==> src/rtl/axi_pmu_pkg.sv <==
// axi_pmu shared types: counter index map and event vector.
// Imported by the PMU top and its counter slice.
package axi_pmu_pkg;

  localparam int NUM_CNT = 16;

  typedef enum logic [3:0] {
    CNT_AW_HS    = 4'd0,
    CNT_W_BEAT   = 4'd1,
    CNT_W_LAST   = 4'd2,
    CNT_B_HS     = 4'd3,
    CNT_AR_HS    = 4'd4,
    CNT_R_BEAT   = 4'd5,
    CNT_R_LAST   = 4'd6,
    CNT_AW_STALL = 4'd7,
    CNT_W_STALL  = 4'd8,
    CNT_AR_STALL = 4'd9,
    CNT_R_STALL  = 4'd10,
    CNT_WR_LAT   = 4'd11,
    CNT_RD_LAT   = 4'd12,
    CNT_WR_MAX   = 4'd13,
    CNT_RD_MAX   = 4'd14,
    CNT_CYCLES   = 4'd15
  } cnt_idx_e;

  typedef logic [NUM_CNT-1:0] evt_t;

endpackage

==> src/rtl/axi_if.sv <==
// AXI link bundle; the mon modport is a pure observer.
// Only the fields the PMU needs plus ID/addr/data.
interface axi_if #(
  parameter int ID_W_WIDTH     = 4,
  parameter int ID_R_WIDTH     = 4,
  parameter int ADDR_WIDTH     = 16,
  parameter int AXI_DATA_WIDTH = 32
) ();

  logic [ID_W_WIDTH-1:0]     awid;
  logic [ADDR_WIDTH-1:0]     awaddr;
  logic                      awvalid;
  logic                      awready;
  logic [AXI_DATA_WIDTH-1:0] wdata;
  logic                      wlast;
  logic                      wvalid;
  logic                      wready;
  logic [ID_W_WIDTH-1:0]     bid;
  logic                      bvalid;
  logic                      bready;
  logic [ID_R_WIDTH-1:0]     arid;
  logic [ADDR_WIDTH-1:0]     araddr;
  logic                      arvalid;
  logic                      arready;
  logic [ID_R_WIDTH-1:0]     rid;
  logic [AXI_DATA_WIDTH-1:0] rdata;
  logic                      rlast;
  logic                      rvalid;
  logic                      rready;

  modport mon (
    input awid, awaddr, awvalid, awready,
    input wdata, wlast, wvalid, wready,
    input bid, bvalid, bready,
    input arid, araddr, arvalid, arready,
    input rid, rdata, rlast, rvalid, rready
  );

endinterface

==> src/rtl/axi_pmu_cnt.sv <==
// One saturating statistic counter with clear and a
// snapshot register; the sum is one bit wider and clamped.
module axi_pmu_cnt #(
  parameter int W = 32
) (
  input  logic         clk,
  input  logic         rst_n,
  input  logic         en,
  input  logic         clr,
  input  logic         snap,
  input  logic [W-1:0] add,
  output logic [W-1:0] shadow
);

  logic [W-1:0] live;
  logic [W:0]   sum;
  logic [W-1:0] nxt;

  always_comb begin
    sum = {1'b0, live} + {1'b0, add};
    nxt = sum[W] ? '1 : sum[W-1:0];
  end

  always_ff @(posedge clk or negedge rst_n) begin
    if (!rst_n) begin
      live   <= '0;
      shadow <= '0;
    end else begin
      if (clr)
        live <= '0;
      else if (en)
        live <= nxt;
      // shadow sees the pre-clear value for gap-free sampling
      if (snap)
        shadow <= live;
    end
  end

endmodule

==> src/rtl/axi_pmu.sv <==
// Passive AXI performance monitor: event counters, outstanding
// trackers, latency integrals and a snapshot read port.
module axi_pmu
  import axi_pmu_pkg::*;
#(
  parameter int ID_W_WIDTH     = 4,
  parameter int ID_R_WIDTH     = 4,
  parameter int ADDR_WIDTH     = 16,
  parameter int AXI_DATA_WIDTH = 32,
  parameter int CNT_WIDTH      = 32,
  parameter int OUTST_WIDTH    = 8
) (
  input  logic                 ACLK,
  input  logic                 ARESETn,
  axi_if.mon                   mon,
  input  logic                 en,
  input  logic                 clr,
  input  logic                 snap,
  input  logic [3:0]           rd_sel,
  output logic [CNT_WIDTH-1:0] rd_data,
  output logic                 err
);

  localparam int MW =
    (CNT_WIDTH > OUTST_WIDTH) ? CNT_WIDTH : OUTST_WIDTH;
  localparam logic [MW-1:0] CAP = MW'({CNT_WIDTH{1'b1}});

  typedef logic [OUTST_WIDTH-1:0] os_t;
  typedef logic [CNT_WIDTH-1:0]   cnt_t;

  // tracker values wider than a counter are clamped, not wrapped
  function automatic cnt_t clip(input os_t v);
    logic [MW-1:0] e;
    e = MW'(v);
    if (e > CAP)
      e = CAP;
    return e[CNT_WIDTH-1:0];
  endfunction

  localparam int AW_T = ID_W_WIDTH + ID_R_WIDTH
                      + ADDR_WIDTH + AXI_DATA_WIDTH;

  logic [AW_T-1:0] unused_a;
  logic [AW_T-1:0] unused_b;

  assign unused_a = {mon.awid, mon.rid,
                     mon.awaddr, mon.wdata};
  assign unused_b = {mon.bid, mon.arid,
                     mon.araddr, mon.rdata};

  evt_t ev;

  always_comb begin
    ev = '0;
    ev[CNT_AW_HS]    = mon.awvalid & mon.awready;
    ev[CNT_W_BEAT]   = mon.wvalid & mon.wready;
    ev[CNT_W_LAST]   = mon.wvalid & mon.wready & mon.wlast;
    ev[CNT_B_HS]     = mon.bvalid & mon.bready;
    ev[CNT_AR_HS]    = mon.arvalid & mon.arready;
    ev[CNT_R_BEAT]   = mon.rvalid & mon.rready;
    ev[CNT_R_LAST]   = mon.rvalid & mon.rready & mon.rlast;
    ev[CNT_AW_STALL] = mon.awvalid & ~mon.awready;
    ev[CNT_W_STALL]  = mon.wvalid & ~mon.wready;
    ev[CNT_AR_STALL] = mon.arvalid & ~mon.arready;
    ev[CNT_R_STALL]  = mon.rvalid & ~mon.rready;
    ev[CNT_CYCLES]   = 1'b1;
  end

  os_t  wr_os;
  os_t  rd_os;
  os_t  wr_nxt;
  os_t  rd_nxt;
  logic wr_bad;
  logic rd_bad;
  logic aw_hs;
  logic b_hs;
  logic ar_hs;
  logic r_end;

  assign aw_hs = ev[CNT_AW_HS];
  assign b_hs  = ev[CNT_B_HS];
  assign ar_hs = ev[CNT_AR_HS];
  assign r_end = ev[CNT_R_LAST];

  always_comb begin
    wr_nxt = wr_os;
    wr_bad = 1'b0;
    if (aw_hs && !b_hs) begin
      if (&wr_os) wr_bad = 1'b1;
      else        wr_nxt = wr_os + os_t'(1);
    end else if (b_hs && !aw_hs) begin
      if (wr_os == '0) wr_bad = 1'b1;
      else             wr_nxt = wr_os - os_t'(1);
    end
  end

  always_comb begin
    rd_nxt = rd_os;
    rd_bad = 1'b0;
    if (ar_hs && !r_end) begin
      if (&rd_os) rd_bad = 1'b1;
      else        rd_nxt = rd_os + os_t'(1);
    end else if (r_end && !ar_hs) begin
      if (rd_os == '0) rd_bad = 1'b1;
      else             rd_nxt = rd_os - os_t'(1);
    end
  end

  cnt_t add [NUM_CNT];
  cnt_t shadow [NUM_CNT];

  always_comb begin
    for (int i = 0; i < NUM_CNT; i++)
      add[i] = cnt_t'(ev[i]);
    add[int'(CNT_WR_LAT)] = clip(wr_os);
    add[int'(CNT_RD_LAT)] = clip(rd_os);
  end

  cnt_t wr_max;
  cnt_t rd_max;
  cnt_t wr_max_sh;
  cnt_t rd_max_sh;
  cnt_t wr_cand;
  cnt_t rd_cand;

  assign wr_cand = clip(wr_nxt);
  assign rd_cand = clip(rd_nxt);

  for (genvar i = 0; i < NUM_CNT; i++) begin : g_cnt
    if (i == int'(CNT_WR_MAX)) begin : g_wmax
      assign shadow[i] = wr_max_sh;
    end else if (i == int'(CNT_RD_MAX)) begin : g_rmax
      assign shadow[i] = rd_max_sh;
    end else begin : g_sat
      axi_pmu_cnt #(
        .W (CNT_WIDTH)
      ) u_cnt (
        .clk    (ACLK),
        .rst_n  (ARESETn),
        .en     (en),
        .clr    (clr),
        .snap   (snap),
        .add    (add[i]),
        .shadow (shadow[i])
      );
    end
  end

  always_ff @(posedge ACLK or negedge ARESETn) begin
    if (!ARESETn) begin
      wr_os     <= '0;
      rd_os     <= '0;
      err       <= 1'b0;
      wr_max    <= '0;
      rd_max    <= '0;
      wr_max_sh <= '0;
      rd_max_sh <= '0;
      rd_data   <= '0;
    end else begin
      wr_os <= wr_nxt;
      rd_os <= rd_nxt;
      if (wr_bad || rd_bad)
        err <= 1'b1;
      if (clr) begin
        wr_max <= '0;
        rd_max <= '0;
      end else if (en) begin
        if (wr_cand > wr_max) wr_max <= wr_cand;
        if (rd_cand > rd_max) rd_max <= rd_cand;
      end
      if (snap) begin
        wr_max_sh <= wr_max;
        rd_max_sh <= rd_max;
      end
      rd_data <= shadow[rd_sel];
    end
  end

endmodule
==> src/flat_wrapper.sv <==
// flat-port wrapper written by rule: the top's interface ports become plain ports
module axi_pmu_flat import axi_pmu_pkg::*;
#(
  parameter int ID_W_WIDTH     = 4,
  parameter int ID_R_WIDTH     = 4,
  parameter int ADDR_WIDTH     = 16,
  parameter int AXI_DATA_WIDTH = 32,
  parameter int CNT_WIDTH      = 32,
  parameter int OUTST_WIDTH    = 8
)
  (ACLK, ARESETn, en, clr, snap, rd_sel, rd_data, err, mon_awid, mon_awaddr, mon_awvalid, mon_awready, mon_wdata, mon_wlast, mon_wvalid, mon_wready, mon_bid, mon_bvalid, mon_bready, mon_arid, mon_araddr, mon_arvalid, mon_arready, mon_rid, mon_rdata, mon_rlast, mon_rvalid, mon_rready);
  axi_if #(.ID_W_WIDTH(ID_W_WIDTH), .ID_R_WIDTH(ID_R_WIDTH), .ADDR_WIDTH(ADDR_WIDTH), .AXI_DATA_WIDTH(AXI_DATA_WIDTH)) mon_i ();
  input  logic ACLK;
  input  logic ARESETn;
  input  logic en;
  input  logic clr;
  input  logic snap;
  input  logic [3:0] rd_sel;
  output logic [CNT_WIDTH-1:0] rd_data;
  output logic err;
  input wire logic [$bits(mon_i.awid)-1:0] mon_awid;
  input wire logic [$bits(mon_i.awaddr)-1:0] mon_awaddr;
  input wire logic [$bits(mon_i.awvalid)-1:0] mon_awvalid;
  input wire logic [$bits(mon_i.awready)-1:0] mon_awready;
  input wire logic [$bits(mon_i.wdata)-1:0] mon_wdata;
  input wire logic [$bits(mon_i.wlast)-1:0] mon_wlast;
  input wire logic [$bits(mon_i.wvalid)-1:0] mon_wvalid;
  input wire logic [$bits(mon_i.wready)-1:0] mon_wready;
  input wire logic [$bits(mon_i.bid)-1:0] mon_bid;
  input wire logic [$bits(mon_i.bvalid)-1:0] mon_bvalid;
  input wire logic [$bits(mon_i.bready)-1:0] mon_bready;
  input wire logic [$bits(mon_i.arid)-1:0] mon_arid;
  input wire logic [$bits(mon_i.araddr)-1:0] mon_araddr;
  input wire logic [$bits(mon_i.arvalid)-1:0] mon_arvalid;
  input wire logic [$bits(mon_i.arready)-1:0] mon_arready;
  input wire logic [$bits(mon_i.rid)-1:0] mon_rid;
  input wire logic [$bits(mon_i.rdata)-1:0] mon_rdata;
  input wire logic [$bits(mon_i.rlast)-1:0] mon_rlast;
  input wire logic [$bits(mon_i.rvalid)-1:0] mon_rvalid;
  input wire logic [$bits(mon_i.rready)-1:0] mon_rready;
  assign mon_i.awid = mon_awid;
  assign mon_i.awaddr = mon_awaddr;
  assign mon_i.awvalid = mon_awvalid;
  assign mon_i.awready = mon_awready;
  assign mon_i.wdata = mon_wdata;
  assign mon_i.wlast = mon_wlast;
  assign mon_i.wvalid = mon_wvalid;
  assign mon_i.wready = mon_wready;
  assign mon_i.bid = mon_bid;
  assign mon_i.bvalid = mon_bvalid;
  assign mon_i.bready = mon_bready;
  assign mon_i.arid = mon_arid;
  assign mon_i.araddr = mon_araddr;
  assign mon_i.arvalid = mon_arvalid;
  assign mon_i.arready = mon_arready;
  assign mon_i.rid = mon_rid;
  assign mon_i.rdata = mon_rdata;
  assign mon_i.rlast = mon_rlast;
  assign mon_i.rvalid = mon_rvalid;
  assign mon_i.rready = mon_rready;
  axi_pmu #(.ID_W_WIDTH(ID_W_WIDTH), .ID_R_WIDTH(ID_R_WIDTH), .ADDR_WIDTH(ADDR_WIDTH), .AXI_DATA_WIDTH(AXI_DATA_WIDTH), .CNT_WIDTH(CNT_WIDTH), .OUTST_WIDTH(OUTST_WIDTH)) u_core (.ACLK(ACLK), .ARESETn(ARESETn), .mon(mon_i), .en(en), .clr(clr), .snap(snap), .rd_sel(rd_sel), .rd_data(rd_data), .err(err));
endmodule
==> config.mk <==
export PLATFORM = sky130hd
export DESIGN_NAME = axi_pmu_flat
export DESIGN_NICKNAME = d
export VERILOG_FILES = /design/src/rtl/axi_pmu_pkg.sv /design/src/rtl/axi_if.sv /design/src/rtl/axi_pmu_cnt.sv /design/src/rtl/axi_pmu.sv /design/src/flat_wrapper.sv
export SDC_FILE = /design/constraint.sdc
export NUM_CORES = 2
export LEC_CHECK = 0
export ABC_CLOCK_PERIOD_IN_PS = 4000
export CAP_MARGIN = 20
export CELL_PAD_IN_SITES_DETAIL_PLACEMENT = 0
export CELL_PAD_IN_SITES_GLOBAL_PLACEMENT = 1
export CORE_AREA = 2 2 318 320
export DETAILED_ROUTE_END_ITERATION = 7
export DIE_AREA = 0 0 320 322
export PLACE_DENSITY_LB_ADDON = 0.1
export SLEW_MARGIN = 10
export SYNTH_ARGS = -nofsm -noshare
export SYNTH_HDL_FRONTEND = slang
export SYNTH_SLANG_ARGS = --single-unit
==> constraint.sdc <==
create_clock -name ACLK -period 4 [get_ports ACLK]
set_clock_uncertainty 0.2 [all_clocks]
set_input_delay 0.8 -clock ACLK [delete_from_list [all_inputs] [get_ports ACLK]]
set_output_delay 0.8 -clock ACLK [all_outputs]
set_load 0.02 [all_outputs]
# After elaboration in Yosys (flattened, before gate mapping)
# Index checks and enable logic that the tools add are counted.
word_totals:
  word_cells: 158
  in_bits: 133
  out_inout_bits: 33
  regBits: 1073
classes:
  reduce_logical: 18
  bitwise: 16
  mux: 67
  addsub: 18
  n_lt_le_gt_ge: 3
op_table:
  columns: ["operator", "n"]
  rows:
  - ["32-bit 2-to-1 mux", 50]
  - ["32-bit by 1-bit adder with 33-bit output", 11]
  - ["32-bit binary-select mux with 4-bit select", 1]
  - ["32-bit by 8-bit adder with 33-bit output", 2]
  - ["8-bit by 32-bit greater-than comparator with 1-bit output", 2]
  - ["8-bit 2-to-1 mux", 8]
  - ["32-bit by 1-bit adder with 33-bit output, second input constant", 1]
  - ["8-bit by 1-bit adder with 8-bit output, second input constant", 2]
  - ["8-bit zero test", 2]
  - ["8-bit AND reduction", 2]
  - ["8-bit by 1-bit subtractor with 8-bit output, second input constant", 2]
  - ["1-bit bitwise AND", 11]
  - ["1-bit 2-to-1 mux", 8]
  - ["2-bit nonzero test", 3]
  - ["5-bit >= comparator, second input constant", 1]
  - ["4-bit NOT with 5-bit output", 1]
  - ["1-bit logical AND", 4]
  - ["1-bit zero test", 4]
  - ["1-bit NOT", 4]
  - ["2-bit AND reduction", 2]
  - ["1-bit logical OR", 1]

# Logic depth before layout (Yosys ltp)
depth:
  depth_word: 9
  depth_mapped: 14
  mapped_depth_nobuf: 14

# Hierarchy
# Synthesis repeated with hierarchy kept, for this count alone.
hier_totals:
  cells_unflattened: 6622
  area_unflattened_um2: 67743.7
by_module_without_submodules:
  columns: ["module", "n_inst", "cells_per_inst", "seq_area_each_um2", "area_each_um2"]
  rows:
  - ["axi_pmu_cnt (u_core.g_cnt[1].g_sat.u_cnt ...)", 9, 436, 1601.5, 4374.2]
  - ["axi_pmu_cnt (u_core.g_cnt[0].g_sat.u_cnt ...)", 5, 431, 1601.5, 4209.0]
  - ["axi_pmu", 1, 543, 2026.9, 7330.8]

# Worst setup path before layout
# No wires, ideal clock.
synth_timing:
  kind: "input port to flip-flop"
  startpoint: "input mon_bvalid"
  endpoint: "register u_core.wr_max[4]"
  t_arrival_ns: 3.114
  setup_time_ns: 0.132
  slack_ns: 0.554
  required_ns: 3.668
  stages: 14
  n_path_buf: 1
  path_cell_list: "nand2_1 inv_1 clkbuf_1 nand3_1 o21ai_0 o21ai_0 a21oi_1 inv_1 ha_1 o21a_1 o21ai_0 a21oi_2 mux2i_1 nor2_1"
synth_via:
  elab_chain_cells: 7
  elab_cells_between_ends: 12
  cone_classes: "1 x order compare; 5 x mux; 1 x bitwise; 5 x reduce/logical"
synth_lines:
  columns: ["element", "line_no", "source"]
  rows:
  - ["start, declared", "flat_wrapper.sv:30", "input wire logic [$bits(mon_i.bvalid)-1:0] mon_bvalid;"]
  - ["1-bit bitwise AND (*)", "axi_pmu.sv:58", "ev[CNT_B_HS] = mon.bvalid & mon.bready;"]
  - ["1-bit logical AND or 1-bit zero test (tied branches)", "axi_pmu.sv:91, axi_pmu.sv:88", null]
  - ["8-bit 2-to-1 mux or 1-bit logical AND (tied branches)", "axi_pmu.sv:91, axi_pmu.sv:88", null]
  - ["8-bit 2-to-1 mux (*)", "axi_pmu.sv:88", "if (aw_hs && !b_hs) begin"]
  - ["net u_core.wr_nxt[2]", "axi_pmu.sv:71", "os_t wr_nxt;"]
  - ["8-bit by 32-bit greater-than comparator with 1-bit output (*)", "axi_pmu.sv:168", "if (wr_cand > wr_max) wr_max <= wr_cand;"]
  - ["2-bit nonzero test (no line) (*)", null, null]
  - ["2-bit AND reduction (no line) (*)", null, null]
  - ["end signal, assigned", "axi_pmu.sv:168", null]
  - ["end, declared", "axi_pmu.sv:119", "cnt_t wr_max;"]
# Mark *: on every way through the listed nets, which the timed path passes. The rest lies on a longest branch. The select of a mux whose other input is x is not followed.
# A chain may end at the register's enable or synchronous reset.

# Worst setup path in the final report
layout_timing:
  startpoint: "register u_core.rd_os[1]"
  endpoint: "register u_core.rd_max[2]"
layout_via:
  elab_chain_cells: 7
  elab_cells_between_ends: 14
  cone_classes: "2 x add/sub; 1 x order compare; 7 x mux; 4 x reduce/logical"
layout_lines:
  columns: ["element", "line_no", "source"]
  rows:
  - ["start, declared", "axi_pmu.sv:70", "os_t rd_os;"]
  - ["start signal, assigned", "axi_pmu.sv:161", "rd_os <= rd_nxt;"]
  - ["8-bit by 1-bit subtractor with 8-bit output or 8-bit zero test (tied branches)", "axi_pmu.sv:105, axi_pmu.sv:104", null]
  - ["8-bit 2-to-1 mux", "axi_pmu.sv:104", "if (rd_os == '0) rd_bad = 1'b1;"]
  - ["8-bit 2-to-1 mux", "axi_pmu.sv:103", "end else if (r_end && !ar_hs) begin"]
  - ["8-bit 2-to-1 mux (*)", "axi_pmu.sv:100", "if (ar_hs && !r_end) begin"]
  - ["net u_core.rd_nxt[1]", "axi_pmu.sv:72", "os_t rd_nxt;"]
  - ["8-bit by 32-bit greater-than comparator with 1-bit output (*)", "axi_pmu.sv:169", "if (rd_cand > rd_max) rd_max <= rd_cand;"]
  - ["2-bit nonzero test (no line) (*)", null, null]
  - ["2-bit AND reduction (no line) (*)", null, null]
  - ["end signal, assigned", "axi_pmu.sv:169", null]
  - ["end, declared", "axi_pmu.sv:120", "cnt_t rd_max;"]
# Marked as above.

==> run_results.csv <==
group,metric,value,unit
routing,route.detailed.vias_per_inst,6.31,
global_routing,grt_overflow_total,0,
sta,timing.fmax,0.266,GHz
setup_path,required,4.33,ns
cts,clock_path_buffers,3,
global_routing,grtUsageTotal,28.3,%
pwr,cell_internal_pwr,17.6,mW
sta,finalCriticalPeriod,3.76,ns
cts,cts_inserted_buffers,107,
synthesis,largest_family_of_logic_cells_by_synthesized_area,"multiplexers",
routing,routed_wl,145,mm
floorplanning,initial_core_util,49.7,%
placement,gp_routability_congestion,0.886,
pwr,share_comb_of_total_power,12.5,%
global_routing,grt_pass1_wl,223,mm
pwr,power_density,424,mW/mm^2
global_routing,grt_start_max_net_pins,150,
floorplanning,fp.dieArea,0.103,sq mm
synthesis,dominantRegCellSynth,"sky130_fd_sc_hd__dfrtp_1",
layout,layout.cells.non_filler,5939,
synthesis,synth.ff_latch_count,977,
pwr,power.static_leakage,25.2,nW
routing,dr_total_vias,37500,
setup_path,critical_path_class,"reg -> reg",
synthesis,yosysWarningCount,0,
synthesis,sequential_element_share_of_the_synthesized_area,49.4,%
synthesis,mux_share_of_post_synthesis_cell_area,18.2,%
cts,clock-sinks,977,
placement,place_hpwl,104,mm
cts,root_buffer,"sky130_fd_sc_hd__clkbuf_16",
synthesis,asyncSetResetFlopFracSynth,100,%
synthesis,synth-edff-count,0,
floorplanning,die_width,320,microns
floorplanning,num_io_pins,166,
cts,cts_htree_levels,3,
global_routing,first_global_vias,35000,
sta,timing.final.max_slew_violations,0,
cts,postCtsSetupBuffers,0,
layout,syn_to_final_growth,13.8,%
placement,placedCellCount,5740,
sta,setup_viol,0,
sta,worstMarginPinSlew,0.971,ns
placement,io_port_bufs,53,
sta,fin_crit_sh,94.1,%
layout,fin_nets,4748,
floorplanning,core-area,0.0996,sq mm
routing,detailedRoute.firstIterationViolations,3313,
synthesis,synth_nets,4652,
layout,drive_gt1_share,22.6,%
synthesis,yosys.area_share.simple,15.7,%
layout,fill_cells,8512,
synthesis,post_synth_instance_area,0.0495,sq mm
synthesis,yosys.area_share.adder,1.62,%
run,max_cap_violations,0,
routing,drcViolationCount,0,
synthesis,synth_compound_area_share,11.8,%
run_status,run_status,"finished clean",
sta,timing.slew.headroom,35.3,%
setup_path,timing.critical_path.to_type,"flip-flop",
sta,rsz0062_at_grt,"false",
pwr,p_switching,6.32,mW
setup_path,critical_path_arrival,4.10,ns
global_routing,grt_antenna_before_repair,17,
setup_path,path_max_fanout,5,
floorplanning,die_h,322,microns
min_path,hold_class,"in -> reg",
routing,drt-wirelength-per-cell,24.5,microns
synthesis,avgSynthCellArea,11.1,sq um
pwr,part_of_the_power_in_the_clock_network,43.1,%
synthesis,syn_inst,4456,
layout,post-route-cell-area,0.0564,sq mm
setup_path,crit_path_start_kind,"flip-flop",
cts,worstSkewPairLatency,0.70,ns
sta,hold_viol,0,
synthesis,synthXorXnorAreaFrac,0.301,%
routing,drt.antenna.violating_nets,0,
sta,holdWs,0.282,ns
pwr,irDropWorstVdd,0.000338,V
synthesis,yosysUniqueCellTypes,86,
cts,clock_tree_from_tritoncts,"yes",
placement,placed_cell_area,0.0527,sq mm
floorplanning,placementRows,116,
pwr,power.share.sequential,44.4,%
pwr,sw_share,26.4,%
cts,cts.reportedPaths.clkPinSlew,0.06,ns
routing,firstDrtPassIters,8,
==> sequential cells by signal, summed over array words and instances (netlist names) <==
name,count
u_core.wr_max_sh,8
u_core.g_cnt.g_sat.u_cnt.shadow,448
u_core.wr_max,8
u_core.rd_os,8
u_core.rd_max_sh,8
u_core.err,1
u_core.rd_max,8
u_core.g_cnt.g_sat.u_cnt.live,448
u_core.wr_os,8
u_core.rd_data,32
==> path summary, 6_finish.rpt <==
path | startpoint | to | slack (ns) | cells after the start
setup / recovery | u_core.rd_os[1]$_DFF_PN0_ | u_core.rd_max[2]$_DFFE_PN0P_ | 0.24 | 14
hold reg to reg | u_core.g_cnt[7].g_sat.u_cnt.shadow[15]$_DFFE_PN0P_ | u_core.g_cnt[7].g_sat.u_cnt.shadow[15]$_DFFE_PN0P_ | 0.30 | 1
min in group asynchronous | ARESETn | u_core.g_cnt[5].g_sat.u_cnt.shadow[31]$_DFFE_PN0P_ | 0.50 | 2
hold / removal | clr | u_core.g_cnt[7].g_sat.u_cnt.live[8]$_DFFE_PN0P_ | 0.28 | 2
max in group asynchronous | ARESETn | u_core.g_cnt[8].g_sat.u_cnt.live[26]$_DFFE_PN0P_ | 2.12 | 3
setup reg to reg | u_core.rd_os[1]$_DFF_PN0_ | u_core.rd_max[2]$_DFFE_PN0P_ | 0.24 | 14
==> layout make-up <==
| type | count | area, sq um | area share [%] |
|---|---|---|---|
| Sequential cell | 977 | 24400 | 43.4 |
| Antenna cell | 3 | 7.51 | 0.0133 |
| Clock inverter | 44 | 523 | 0.928 |
| Tap cell | 1298 | 1620 | 2.88 |
| Timing Repair Buffer | 266 | 2670 | 4.73 |
| Clock buffer | 151 | 3140 | 5.56 |
| Inverter | 102 | 385 | 0.684 |
| Multi-Input combinational cell | 3098 | 23600 | 41.8 |
==> power by group through the flow <==
stage	clock (mW)	combinational [mW]	sequential, mW
floorplan	0	1.96	10.6
global placement	0	2.97	10.8
detailed placement	0	2.99	10.8
CTS	10.5	3.01	10.6
global route	10.9	3.32	10.6
finish	10.3	2.99	10.6
==> cells in the mapped netlist, drive strengths merged (6+ instances only) <==
library cell,instances,area (sq um)
nand3,203,1020
mux2,465,5240
a221oi,17,149
nor4,40,299
o21a,22,165
xor2,9,78.8
a22o,24,210
mux4,136,3060
or4,7,56.3
nand2,218,818
a211oi,130,981
o211ai,14,105
a31oi,116,726
a41o,15,150
buf,31,171
nor3b,8,60.1
o21ai,153,769
inv,101,379
clkbuf,248,971
o31ai,8,60.1
a41oi,26,228
dfrtp,977,24400
and4,74,651
xnor2,8,70.1
nor3,162,821
nor2b,19,119
or3,19,130
a311oi,78,683
o211a,26,260
ha,61,763
nor2,410,1540
and4b,7,70.1
and3,140,878
a21o,13,97.6
and2,46,290
mux2i,70,701
or2,8,50.1
a2111oi,6,52.6
o221a,10,113
nand4,122,769
nor4b,6,52.6
a21oi,137,697
==> through the flow <==
stage / power (mW) / setup slack, ns / setup TNS, ns / utilization [%]
detailed placement: 13.8 / -0.377 / -4.96 / 52.9
finish: 23.9 / 0.235 / 0 / 56.6
floorplan: 12.5 / 0.554 / 0 / -
CTS: 24.1 / 0.271 / 0 / 56.6
global placement: 13.7 / -0.354 / -3.48 / 52.9
global route: 24.9 / 0.0986 / 0 / 56.6
==> placed cells by master (no fill, tap or decap), drive strengths merged, types with 13 or more instances in the layout <==
master,n
clkbuf,151
mux2,465
and2,46
nor2b,19
o21a,22
inv,104
a311oi,78
mux4,136
o211a,26
nor3,162
dfrtp,977
a21oi,137
clkinv,29
ha,61
nand2,218
clkdlybuf4s50,45
a31oi,116
a22o,24
mux2i,70
or3,19
nor2,410
a21o,13
nor4,40
o211ai,14
nand3,203
nand4,122
a221oi,17
a41o,15
buf,220
o21ai,153
and3,140
and4,74
a211oi,130
a41oi,26
==> per-layer routing <==
layer,routed length [microns],GRT usage (%)
met5,11,0
met4,3690,7.36
met3,9270,4.56
met2,64200,42.0
met1,68300,43.0
==> cells by family after synthesis <==
logic type	count (synthesis)
buffers and inverters	381
flip-flops	977
adder cells (fa/ha/maj)	63
AND/OR/NAND/NOR	1508
XOR/XNOR	17
AO/OA/AOI/OAI	839
multiplexers	671
==> critical path, stage by stage (launching register included) <==
cell	delay, ns
sky130_fd_sc_hd__dfrtp_1	0.46
sky130_fd_sc_hd__inv_1	0.24
sky130_fd_sc_hd__ha_1	0.25
sky130_fd_sc_hd__nor3b_1	0.36
sky130_fd_sc_hd__nand2_1	0.22
sky130_fd_sc_hd__a32o_1	0.29
sky130_fd_sc_hd__o21ai_0	0.32
sky130_fd_sc_hd__ha_1	0.32
sky130_fd_sc_hd__nor2b_1	0.14
sky130_fd_sc_hd__o21a_1	0.15
sky130_fd_sc_hd__o21ai_0	0.19
sky130_fd_sc_hd__a21oi_2	0.09
sky130_fd_sc_hd__buf_4	0.17
sky130_fd_sc_hd__mux2i_1	0.15
sky130_fd_sc_hd__nor2_1	0.05
==> what timing repair did <==
item | 4_1_cts | 5_1_grt
hold buffers | 1 | 0
gates resized for setup | 0 | 0
endpoints found under the hold margin | 56 | 0
No activity file was read; power rests on OpenSTA's default activity.
